## src/rtl/temp_register_pipe.sv

```systemverilog
// rtl/temp_register_pipe.sv - stallable, flushable register pipeline with valid bits, occupancy count and tap read port
module temp_register_pipe #(
  parameter int WIDTH = 32,
  parameter int DEPTH = 4,
  parameter int CW    = 4
) (
  input  logic             CLK,
  input  logic             RST,
  input  logic             WE,
  input  logic             Stall,
  input  logic             Flush,
  input  logic [WIDTH-1:0] DataIn,
  input  logic [CW-1:0]    RdSel,
  output logic [WIDTH-1:0] DataOut,
  output logic             ValidOut,
  output logic [WIDTH-1:0] TapData,
  output logic             TapValid,
  output logic [CW-1:0]    Count
);

  logic [WIDTH-1:0] r_data [DEPTH];
  logic [DEPTH-1:0] r_valid;
  logic [CW-1:0]    r_count;

  logic [WIDTH-1:0] w_tap_data;
  logic             w_tap_valid;

  // Stage state: reset beats flush beats stall beats advance; everything moves on the falling edge
  always_ff @(negedge CLK) begin
    if (!RST) begin
      for (int k = 0; k < DEPTH; k++) begin
        r_data[k] <= '0;
      end
      r_valid <= '0;
      r_count <= '0;
    end else if (Flush) begin
      for (int k = 0; k < DEPTH; k++) begin
        r_data[k] <= '0;
      end
      r_valid <= '0;
      r_count <= '0;
    end else if (!Stall) begin
      for (int k = 1; k < DEPTH; k++) begin
        r_data[k]  <= r_data[k-1];
        r_valid[k] <= r_valid[k-1];
      end
      // A cycle without WE injects a zeroed bubble so stage 0 never holds stale data
      r_data[0]  <= WE ? DataIn : '0;
      r_valid[0] <= WE;
      // Occupancy tracks one entry in, one entry out; both can happen in the same edge
      r_count    <= r_count + CW'(WE) - CW'(r_valid[DEPTH-1]);
    end
  end

  // Tap read mux: out-of-range selects read as an empty stage
  always_comb begin
    w_tap_data  = '0;
    w_tap_valid = 1'b0;
    for (int k = 0; k < DEPTH; k++) begin
      if (RdSel == CW'(k)) begin
        w_tap_data  = r_data[k];
        w_tap_valid = r_valid[k];
      end
    end
  end

  assign DataOut  = r_data[DEPTH-1];
  assign ValidOut = r_valid[DEPTH-1];
  assign TapData  = w_tap_data;
  assign TapValid = w_tap_valid;
  assign Count    = r_count;

endmodule

```

## config.mk

```make
export PLATFORM = sky130hd
export DESIGN_NAME = temp_register_pipe
export DESIGN_NICKNAME = d
export VERILOG_FILES = /design/src/rtl/temp_register_pipe.sv
export SDC_FILE = /design/constraint.sdc
export NUM_CORES = 1
export LEC_CHECK = 0
export ABC_AREA = 1
export BUFFER_PORTS_ARGS = -buffer_cell sky130_fd_sc_hd__buf_2
export CORE_MARGIN = 2
export CORE_UTILIZATION = 50
export CTS_CLUSTER_SIZE = 25
export DETAILED_ROUTE_END_ITERATION = 8
export PLACE_DENSITY = 0.73
export SYNTH_ARGS = -nofsm -noshare
export SYNTH_HDL_FRONTEND = slang
export SYNTH_SLANG_ARGS = --single-unit
```

## constraint.sdc

```tcl
create_clock -name CLK -period 5.8 [get_ports CLK]
set_clock_uncertainty 0.1 [all_clocks]
set_input_delay 0.58 -clock CLK [delete_from_list [all_inputs] [get_ports CLK]]
set_output_delay 0.58 -clock CLK [all_outputs]
set_load 0.01 [all_outputs]
```

==> summary.txt, run 1 <==
Worst setup path
  • R2R Path Start: Count[0]
  • Setup crit end kind: flop
  • Slowest stage delay, CP: 0.79 ns
  • Worst Reg-to-Reg Cells: 8
  • Crit-path cells: buf_2 -> nor2_4 -> nand3_2 -> nor2_1
  • Crit Path Class: input port to flop
  • Crit Reg-Reg Endpoint: Count[2]
  • Worst-path fanout max: 33
  • Critical path required time: 3.07 ns
  • Worst path slowest cell: nand3_2
  • Bufs and invs on worst path: 1
  • Worst setup SP type: input port
  • Arrival @ worst endpoint: 2.28 ns
  • CP delay by family, top: simple AND/OR/NAND/NOR gates
  • R2R Setup Slk: 4.01 ns

CTS
  • CTS tree: yes
  • Hold-fix buffers, CTS: 0
  • # clock sinks: 136
  • Clk pin slew, worst setup/hold paths: 0.03 ns
  • Cts repair resizes: 0
  • Htree depth: 4
  • Clock buffer depth: 2
  • CTS Buf Count: 17
  • Setup Buffers After CTS: 0
  • Root Driver: clkbuf_16
  • Clock Latency Late Sink: 0.46 ns

GRT
  • First-pass GRT wire length: 26,240 um
  • Grt met2 use: 0.4107
  • Most Crowded Layer GR: met2
  • Largest net degree at the start of global routing: 60
  • M3 GR Usage: 0.09805
  • Initial antenna violation count: 0
  • Grt ovf: 0
  • Total GRT Usage: 0.2583
  • GRT met1 Usage: 0.2940
  • Vias in the first global route: a little under 6,000

Placed design
  • Port buffer count: 110
  • Placer Congestion: 0.8149
  • Post-DP HPWL: 8948 um

Timing
  • RSZ-0062 raised after global routing: false
  • Max-slew violation total from the final report: 0
  • Rel. slew slack: 0.3361
  • Endpoints failing hold: 0
  • Fin Setup TNS: 0 ns
  • Least-Margin Pin Slew: 0.9935 ns
  • Final setup viols: 0

Yosys
  • Syn Inst Count: 657
  • Syn Nets: approximately 700
  • Ys Warns: 0
  • Post-synth EDFFs: 96
  • Netlist cell types: 24
  • Cell Area, Synth: 6141 um2
  • Mapped Avg Cell Area: ~9.3 um2
  • Sequential cell area fraction in the yosys report: 0.5998
  • Yosys reg bits: approximately 140
  • Asr flop ratio synth: 0
  • Synth Flop Type: edfxtp_1

Routing
  • Post-Route WL: between 15,000 and 20,000 um
  • First-pass DRT Iterations: 6
  • # DRC: 0
  • Antenna Nets Post-Route: 0
  • Via/cell ratio: 5.439
  • Initial DRC count: 628
  • Via Count: 5,673
  • Wire per inst: ~16 um

Die
  • Initial core utilization: 0.5113
  • IO Pins: 111
  • Die Y: between 100 and 150 um
  • Core Region: 12,010 um2
  • FP Rows: 40
  • Die X-Extent: ~110 um
  • Die Footprint: roughly 13,000 um2

Power
  • Lkg Pwr: 0.003776 uW
  • Power, Total: 2643 uW
  • Worst IR Drop VDD: 0.2137 mV
  • Pwr per Cell Area: ~340 nW/um2

Hold path
  • Hold EP: r_data[2][6]
  • Hold depth: 2
  • Worst Hold Class: flop to flop
  • Hold Crit Start: r_data[2][6]

Finish
  • Nets: a little over 900
  • Layout cells sized above 1: 0.1719
  • Area added between synthesis and finish: 27.63%
  • Fillers: 1,006
  • Antenna cells: 0

Run status
  • Outcome: finished clean

Job
  • Max_cap viols: 0
worst register-to-register path, stage by stage (launching register included):
cell and delay [ns]:
dfxtp_1 0.35, inv_1 0.07, ha_1 0.26, inv_1 0.06
ha_1 0.16, inv_1 0.06, fa_1 0.38, xor2_1 0.16
o22ai_1 0.08
metrics by stage:
stage	cell area, um2	instances	setup WS [ns]	hold WS [ns]	utilization
floorplan	6143	657	0.2332	0.3524	-
global placement	6775	879	0.4217	0.3676	0.5641
detailed placement	6775	879	0.3403	0.3835	0.5641
CTS	7838	1043	0.8008	0.3970	0.6525
global route	7838	1043	0.6059	0.4213	0.6525
finish	7838	1043	0.7848	0.3966	0.6525
placed cells by master (no fill, tap or decap), types with 2 or more instances in the layout:
master | synthesis | final
inv_1 | 111 | 251
buf_2 | 22 | 110
nand3_1 | 100 | 100
nor2_1 | 98 | 98
edfxtp_1 | 96 | 96
nand2_1 | 80 | 78
dfxtp_1 | 40 | 40
a21oi_1 | 33 | 33
o2111ai_1 | 33 | 33
clkbuf_16 | 0 | 17
nor2_4 | 3 | 5
buf_4 | 9 | 5
o22ai_1 | 4 | 4
ha_1 | 4 | 4
bufinv_16 | 0 | 3
clkinvlp_2 | 0 | 3
buf_12 | 0 | 3
inv_2 | 2 | 2
nand2_4 | 0 | 2
o21ai_0 | 2 | 2
cell type report:
| type | count | area (um2) | area share |
|---|---|---|---|
| clock inverters | 148 | 640.6 | 0.08174 |
| repair buffers | 118 | 648.1 | 0.08269 |
| well taps | 147 | 183.9 | 0.02347 |
| clock buffers | 17 | 425.4 | 0.05428 |
| inverters | 112 | 420.4 | 0.05364 |
| flip-flops and latches | 136 | 3684 | 0.4700 |
| multi-input cells | 365 | 1836 | 0.2342 |
registers in the layout, indices dropped and copies added, names as in the netlist:
signal,cells
r_data,128
Count,4
r_valid,4
how the worst max path moves through the flow:
| stage | from | to | slack, ns | depth (start not counted) |
|---|---|---|---|---|
| final | Flush | r_data[0][31] | 0.78 | 4 |
| after CTS | RST | r_data[0][17] | 0.80 | 5 |
| after global routing | RST | r_data[0][30] | 0.61 | 5 |
| after global placement | RST | r_data[0][5] | 0.42 | 5 |
| after detailed placement | Flush | r_data[0][17] | 0.34 | 4 |
| after floorplan | RST | r_data[0][0] | 0.23 | 5 |
metal layers:
layer	vias up	wire length, um	share of wire
li1	2642	-	-
met1	2687	6547	0.40
met2	296	7949	0.49
met3	48	1276	0.079
met4	0	457	0.028
met5	-	0	0
cells in the mapped netlist, types with 3 or more instances:
cell type  instances  share of area
o2111ai_1         33          0.047
nand3_1          100          0.081
dfxtp_1           40           0.13
edfxtp_1          96           0.47
nand2_1           80          0.049
ha_1               4         0.0082
a21oi_1           33          0.027
inv_1            111          0.068
buf_2             22          0.018
nor2_4             3         0.0055
clkbuf_1          10         0.0061
o22ai_1            4         0.0041
buf_4              9          0.011
nor2_1            98          0.060
power breakdown:
part / internal, uW / switching [uW]
sequential: 1080 / 16.9
combinational: 37.4 / 92.9
clock: 782 / 636
total: 1900 / 746
cell families after synthesis:
family,after synthesis,synth area share
compound gates,73,0.08048
xor+xnor,1,0.001427
fa+ha+maj,5,0.01141
buf+inv,156,0.1053
flops,136,0.5998
simple gates,286,0.2015
Power figures use the tool's default switching activity.
==> run 2: changes to the inputs <==
Settings changed: REMOVE_ABC_BUFFERS set to 1.
==> run 2 against run 1 <==
- sequential power about the same
- core utilization increased by 1.1 points
- cell area increased by 1.6%
- clock power increased by 15%
- first-iteration DRC count decreased by 30%
- combinational power about the same
- critical path depth decreased by 1
- global-route usage about the same
- sequential cell count unchanged
- sequential share of layout area decreased by 0.76 points
- count of clock-buffer cells in the layout unchanged
- critical path type is now flop to primary output
- largest cell class unchanged
- largest power group unchanged
==> summary.txt, run 2 (same netlist as run 1, synthesis figures left out) <==
Timing
  • Rel. slew slack: 0.3441
  • Final setup margin: 0.8710 ns
  • Least-Margin Pin Slew: between 0.9 and 1 ns
  • RSZ-0062 raised after global routing: false
  • Final setup viols: 0
  • Max-slew violation total from the final report: 0
  • Endpoints failing hold: 0
  • Hold_ws: 0.3952 ns
  • Fin Setup TNS: 0 ns

CTS
  • Clk pin slew, worst setup/hold paths: 0.05 ns
  • Htree depth: 4
  • CTS tree: yes
  • Clock Latency Late Sink: 0.47 ns
  • CTS Buf Count: 17
  • Setup Buffers After CTS: 0
  • Hold-fix buffers, CTS: 0
  • # clock sinks: 136
  • Root Driver: clkbuf_16
  • Clock buffer depth: 2
  • Cts repair resizes: 0

Placed design
  • Post-DP HPWL: about 9000 um
  • Dpl ws: 0.6330 ns
  • Port buffer count: 110
  • Placer Congestion: slightly below 0.8

Die
  • Die Footprint: roughly 13,000 um2
  • IO Pins: 111
  • Die Y: 114.8 um
  • Core Region: 12,010 um2
  • Initial core utilization: 0.5113
  • FP Rows: 40
  • Die X-Extent: 114.8 um

GRT
  • First-pass GRT wire length: 26,570 um
  • Initial antenna violation count: 0
  • Grt ovf: 0
  • Vias in the first global route: 5,914
  • Total GRT Usage: 0.2582
  • Largest net degree at the start of global routing: between 40 and 50

Worst setup path
  • Slowest stage delay, CP: roughly 0.4 ns
  • R2R Setup Slk: between 4 and 5 ns
  • CP delay by family, top: flip-flops
  • Critical path required time: 5.12 ns
  • Bufs and invs on worst path: 1
  • Crit Path Class: flop to primary output
  • Worst Reg-to-Reg Cells: 8
  • Worst-path fanout max: 2
  • Setup crit end kind: primary output
  • Critical path origin: r_data[1][18]
  • Crit-path cells: nand3_1 -> o2111ai_1 -> buf_2
  • Worst path slowest cell: edfxtp_1
  • R2R Path Start: Count[0]
  • Worst setup SP type: flop
  • Crit Reg-Reg Endpoint: Count[2]
  • Arrival @ worst endpoint: 4.25 ns

Finish
  • Layout cells sized above 1: 0.1820
  • Most common cell after layout, fill and taps aside: inv_1
  • Reg with most FFs: r_data
  • Most frequent cells in the layout: 246 x inv_1, 110 x buf_2, 100 x nand3_1
  • Largest register FFs: 128
  • Area added between synthesis and finish: 29.73%
  • Nets: roughly 930
  • Antenna cells: 0

Hold path
  • Hold EP: Count[3]
  • Hold Crit Start: Count[3]
  • Hold depth: 2
  • Worst Hold Class: flop to flop

Power
  • Pwr per Cell Area: 357.9 nW/um2
  • Lkg Pwr: 0.003824 uW
  • Worst IR Drop VDD: 0.2227 mV

Routing
  • Initial DRC count: 437
  • Post-Route WL: 16,630 um
  • Via/cell ratio: 5.351
  • # DRC: 0
  • Via Count: about 5,600
  • Wire per inst: ~16 um
  • First-pass DRT Iterations: 5
  • Antenna Nets Post-Route: 0

Run status
  • Outcome: finished clean

Job
  • Max_cap viols: 0
[run 2: cell count changes in the layout (fill, tap and decap cells not counted), sizes merged]
cell | previous run | this run
buf | 118 | 120
bufinv | 3 | 6
clkinv | 0 | 2
clkinvlp | 3 | 2
inv | 254 | 253
[run 2: tightest hold or removal path, stage by stage (launching register included)]
cell	delay, ns
dfxtp_1	0.33
nand2_1	0.06
a21oi_1	0.06
[run 2: power breakdown]
| part | switching, uW | internal (uW) | total [uW] | leakage (uW) |
|---|---|---|---|---|
| Clock | 690 | 936 | 1630 | 0.00105 |
| Sequential | 16.9 | 1080 | 1090 | 0.00144 |
| Combinational | 93.5 | 38.0 | 131 | 0.00133 |
| Total | 801 | 2050 | 2850 | 0.00382 |
[run 2: how the worst max path moves through the flow]
| stage | endpoint | slack, ns | cells after the start |
|---|---|---|---|
| floorplan | r_data[0][0] | -1.41 | 3 |
| global placement | r_data[0][17] | 0.68 | 5 |
| detailed placement | r_data[3][17] | 0.63 | 5 |
| CTS | TapData[18] | 0.87 | 3 |
| global route | TapData[18] | 0.79 | 3 |
| finish | TapData[18] | 0.87 | 3 |
[run 2: area by class of cell]
cell class,count,area (um2)
clock buffers,17,425.4
clock inverters,151,754.5
fillers,933,4045
inverters,112,420.4
multi-input cells,365,1836
flip-flops and latches,136,3684
well taps,147,183.9
repair buffers,120,663.1
[run 2: stage by stage]
step	instances	total power (uW)	utilization	area (um2)
detailed placement	881	1376	0.5653	6790
floorplan	614	1307	-	5918
finish	1048	2851	0.6632	7966
CTS	1048	2876	0.6632	7966
global route	1048	2990	0.6632	7966
global placement	881	1373	0.5653	6790
[run 2: layer usage]
layer	routed length, um	share of wire	global-route usage
met4	342	0.021	0.1518
met2	8274	0.50	0.4103
met1	6595	0.40	0.3042
met5	0	0	0
met3	1422	0.085	0.09172
==> run 3: changes to the inputs <==
Settings changed: ABC_AREA 1 to 0.
Clock period 5.8 ns to 5 ns, I/O delays scaled along.
==> run 3 against run 2 <==
- count of clock-buffer cells in the layout unchanged
- critical path depth unchanged
- non-clock buffer count is the same
- via count fell by 22%
- sequential cell count stayed put
==> summary.txt, run 3 <==
Placed design
  • Port buffer count: 110
  • Post-DP HPWL: 7868 um
  • Placed Cells: 672
  • Placer Congestion: 0.7490

CTS
  • Setup Buffers After CTS: 0
  • Hold-fix buffers, CTS: 0
  • CTS Buf Count: 17
  • Root Driver: clkbuf_16
  • Clk pin slew, worst setup/hold paths: 0.04 ns
  • # clock sinks: 136
  • Clock buffer depth: 2
  • Cts repair resizes: 0
  • CTS tree: yes
  • Clock Latency Late Sink: 0.46 ns
  • Htree depth: 4

Routing
  • Via/cell ratio: around 5.2
  • First-pass DRT Iterations: 4
  • Initial DRC count: 244
  • Wire per inst: between 15 and 20 um
  • # DRC: 0
  • Via Count: ~4,400
  • Post-Route WL: between 10,000 and 15,000 um
  • Antenna Nets Post-Route: 0

Finish
  • Utilization after layout: 0.6523
  • Most frequent cells in the layout: 142 x inv_1, 110 x buf_2, 96 x edfxtp_1
  • Largest register FFs: 128
  • Layout cells sized above 1: 0.2746
  • Nets: between 700 and 800
  • Fillers: 939
  • Most common cell after layout, fill and taps aside: inv_1
  • Reg with most FFs: r_data
  • Antenna cells: 0
  • Non-Filler Instances: 839
  • Area added between synthesis and finish: 27.46%

Yosys
  • Asr flop ratio synth: 0
  • Cell with the most instances after synthesis: edfxtp_1
  • Cell taking the most area after synthesis: edfxtp_1
  • Sequential cell area fraction in the yosys report: 0.5992
  • Top post-synthesis cells by count: 96 x edfxtp_1, 65 x and2_1, 41 x nor2_1, 40 x dfxtp_1, 36 x mux2i_1
  • Ys Warns: 0
  • Post-synth EDFFs: 96
  • Yosys reg bits: about 140
  • Netlist cell types: 27
  • Area share of the largest cell type after synthesis: 0.4690
  • Cell Area, Synth: about 6100 um2
  • Synth Flop Type: edfxtp_1
  • Syn Inst Count: 438
  • Mapped Avg Cell Area: 14.03 um2
  • Largest cells by area after synthesis: edfxtp_1 47%, dfxtp_1 13%, mux4_2 12%

Worst setup path
  • Critical path required time: 4.40 ns
  • Arrival @ worst endpoint: between 4 and 5 ns
  • Worst setup SP type: flop
  • Setup crit end kind: primary output
  • Worst-path fanout max: 2
  • Crit Path Class: flop to primary output

GRT
  • Vias in the first global route: around 4,700
  • Total GRT Usage: 0.2255
  • Grt ovf: 0
  • Initial antenna violation count: 1
  • First-pass GRT wire length: 22,560 um
  • Largest net degree at the start of global routing: between 60 and 70

Die
  • Die Footprint: about 13,000 um2
  • Die Y: 114.9 um
  • FP Rows: 40
  • Core Region: 12,010 um2
  • IO Pins: between 100 and 150
  • Die X-Extent: 114.9 um
  • Initial core utilization: 0.5118

Timing
  • RSZ-0062 raised after global routing: false
  • Endpoints failing hold: 0
  • Rel. slew slack: 0.2814
  • Least-Margin Pin Slew: 1.078 ns
  • Max-slew violation total from the final report: 0
  • Fin Setup TNS: 0 ns
  • Final setup viols: 0

Hold path
  • Worst Hold Class: flop to flop

Run status
  • Outcome: finished clean

Job
  • Max_cap viols: 0

Power
  • Pwr per Cell Area: ~390 nW/um2
  • Lkg Pwr: roughly 0.004 uW
  • Worst IR Drop VDD: 0.1838 mV
## run 3: cell count changes in the layout (fill, tap and decap cells not counted), sizes merged, moves of 32 or more
cell / before / now
mux4: 0 / 33
nand3: 101 / 3
nand2: 81 / 3
and3: 0 / 32
inv: 253 / 149
nor2b: 0 / 34
and2: 0 / 65
nor2: 103 / 42
o2111ai: 33 / 0
mux2i: 0 / 36
## run 3: worst paths after layout
check	from	to	depth (start not counted)	slack, ns
worst max-delay path	r_data[3][7]	TapData[7]	3	0.21
worst min register to register	r_data[1][11]	r_data[2][11]	2	0.40
worst max register to register	Count[0]	Count[2]	10	3.06
worst min-delay path	r_data[1][11]	r_data[2][11]	2	0.40
## run 3: worst max-delay path, stage by stage, from the launching register on
cell and delay [ns]:
edfxtp_1 0.42, mux4_2 0.50, nor2b_1 0.15, buf_2 0.18
## run 3: cell families after synthesis
logic type	count (synthesis)	share of synthesized area
DFF	136	0.5992
and+or+nand+nor	181	0.1677
xor gates and xnor gates	1	0.001425
buffers and inverters	40	0.03419
adders and majority gates	5	0.01140
muxes	69	0.1795
AOI/OAI and AO/OA	6	0.006514
## run 3: final cells by class
| class | count | area [um2] | share of cell area |
|---|---|---|---|
| multi-input cells | 262 | 2261 | 0.2886 |
| clock buffers | 17 | 425.4 | 0.05430 |
| well taps | 147 | 183.9 | 0.02347 |
| inverters | 6 | 22.52 | 0.002874 |
| repair buffers | 120 | 625.6 | 0.07985 |
| flip-flops and latches | 136 | 3684 | 0.4701 |
| clock inverters | 151 | 633.1 | 0.08080 |
## run 3: power by group
part           total [uW]  internal, uW  switching [uW]  leakage [uW]
clock                1590           828             761      0.000992
sequential           1270          1250            21.8       0.00144
combinational         165          74.3            90.9       0.00156
## run 3: per-stage QoR
step           instance area [um2]  power [uW]  worst slack [ns]  hold slack (ns)
6_report                      7835        3028            0.2092           0.3967
5_1_grt                       7835        3240            0.1366           0.4120
4_1_cts                       7835        3091            0.2010           0.3997
3_5_place_dp                  6780        1616            0.4803           0.3924
3_3_place_gp                  6780        1611            0.5172           0.3792
2_1_floorplan                 5963        1527           -0.7714           0.3563
## run 3: layer usage
metal | share of wire | vias up | GRT usage | routed length (um)
met2 | 0.50 | 161 | 0.3424 | 6967
met5 | 0.00093 | - | 0 | 13
met4 | 0.0062 | 2 | 0.1157 | 87
li1 | - | 2061 | - | -
met1 | 0.42 | 2131 | 0.2732 | 5918
met3 | 0.074 | 14 | 0.1017 | 1035
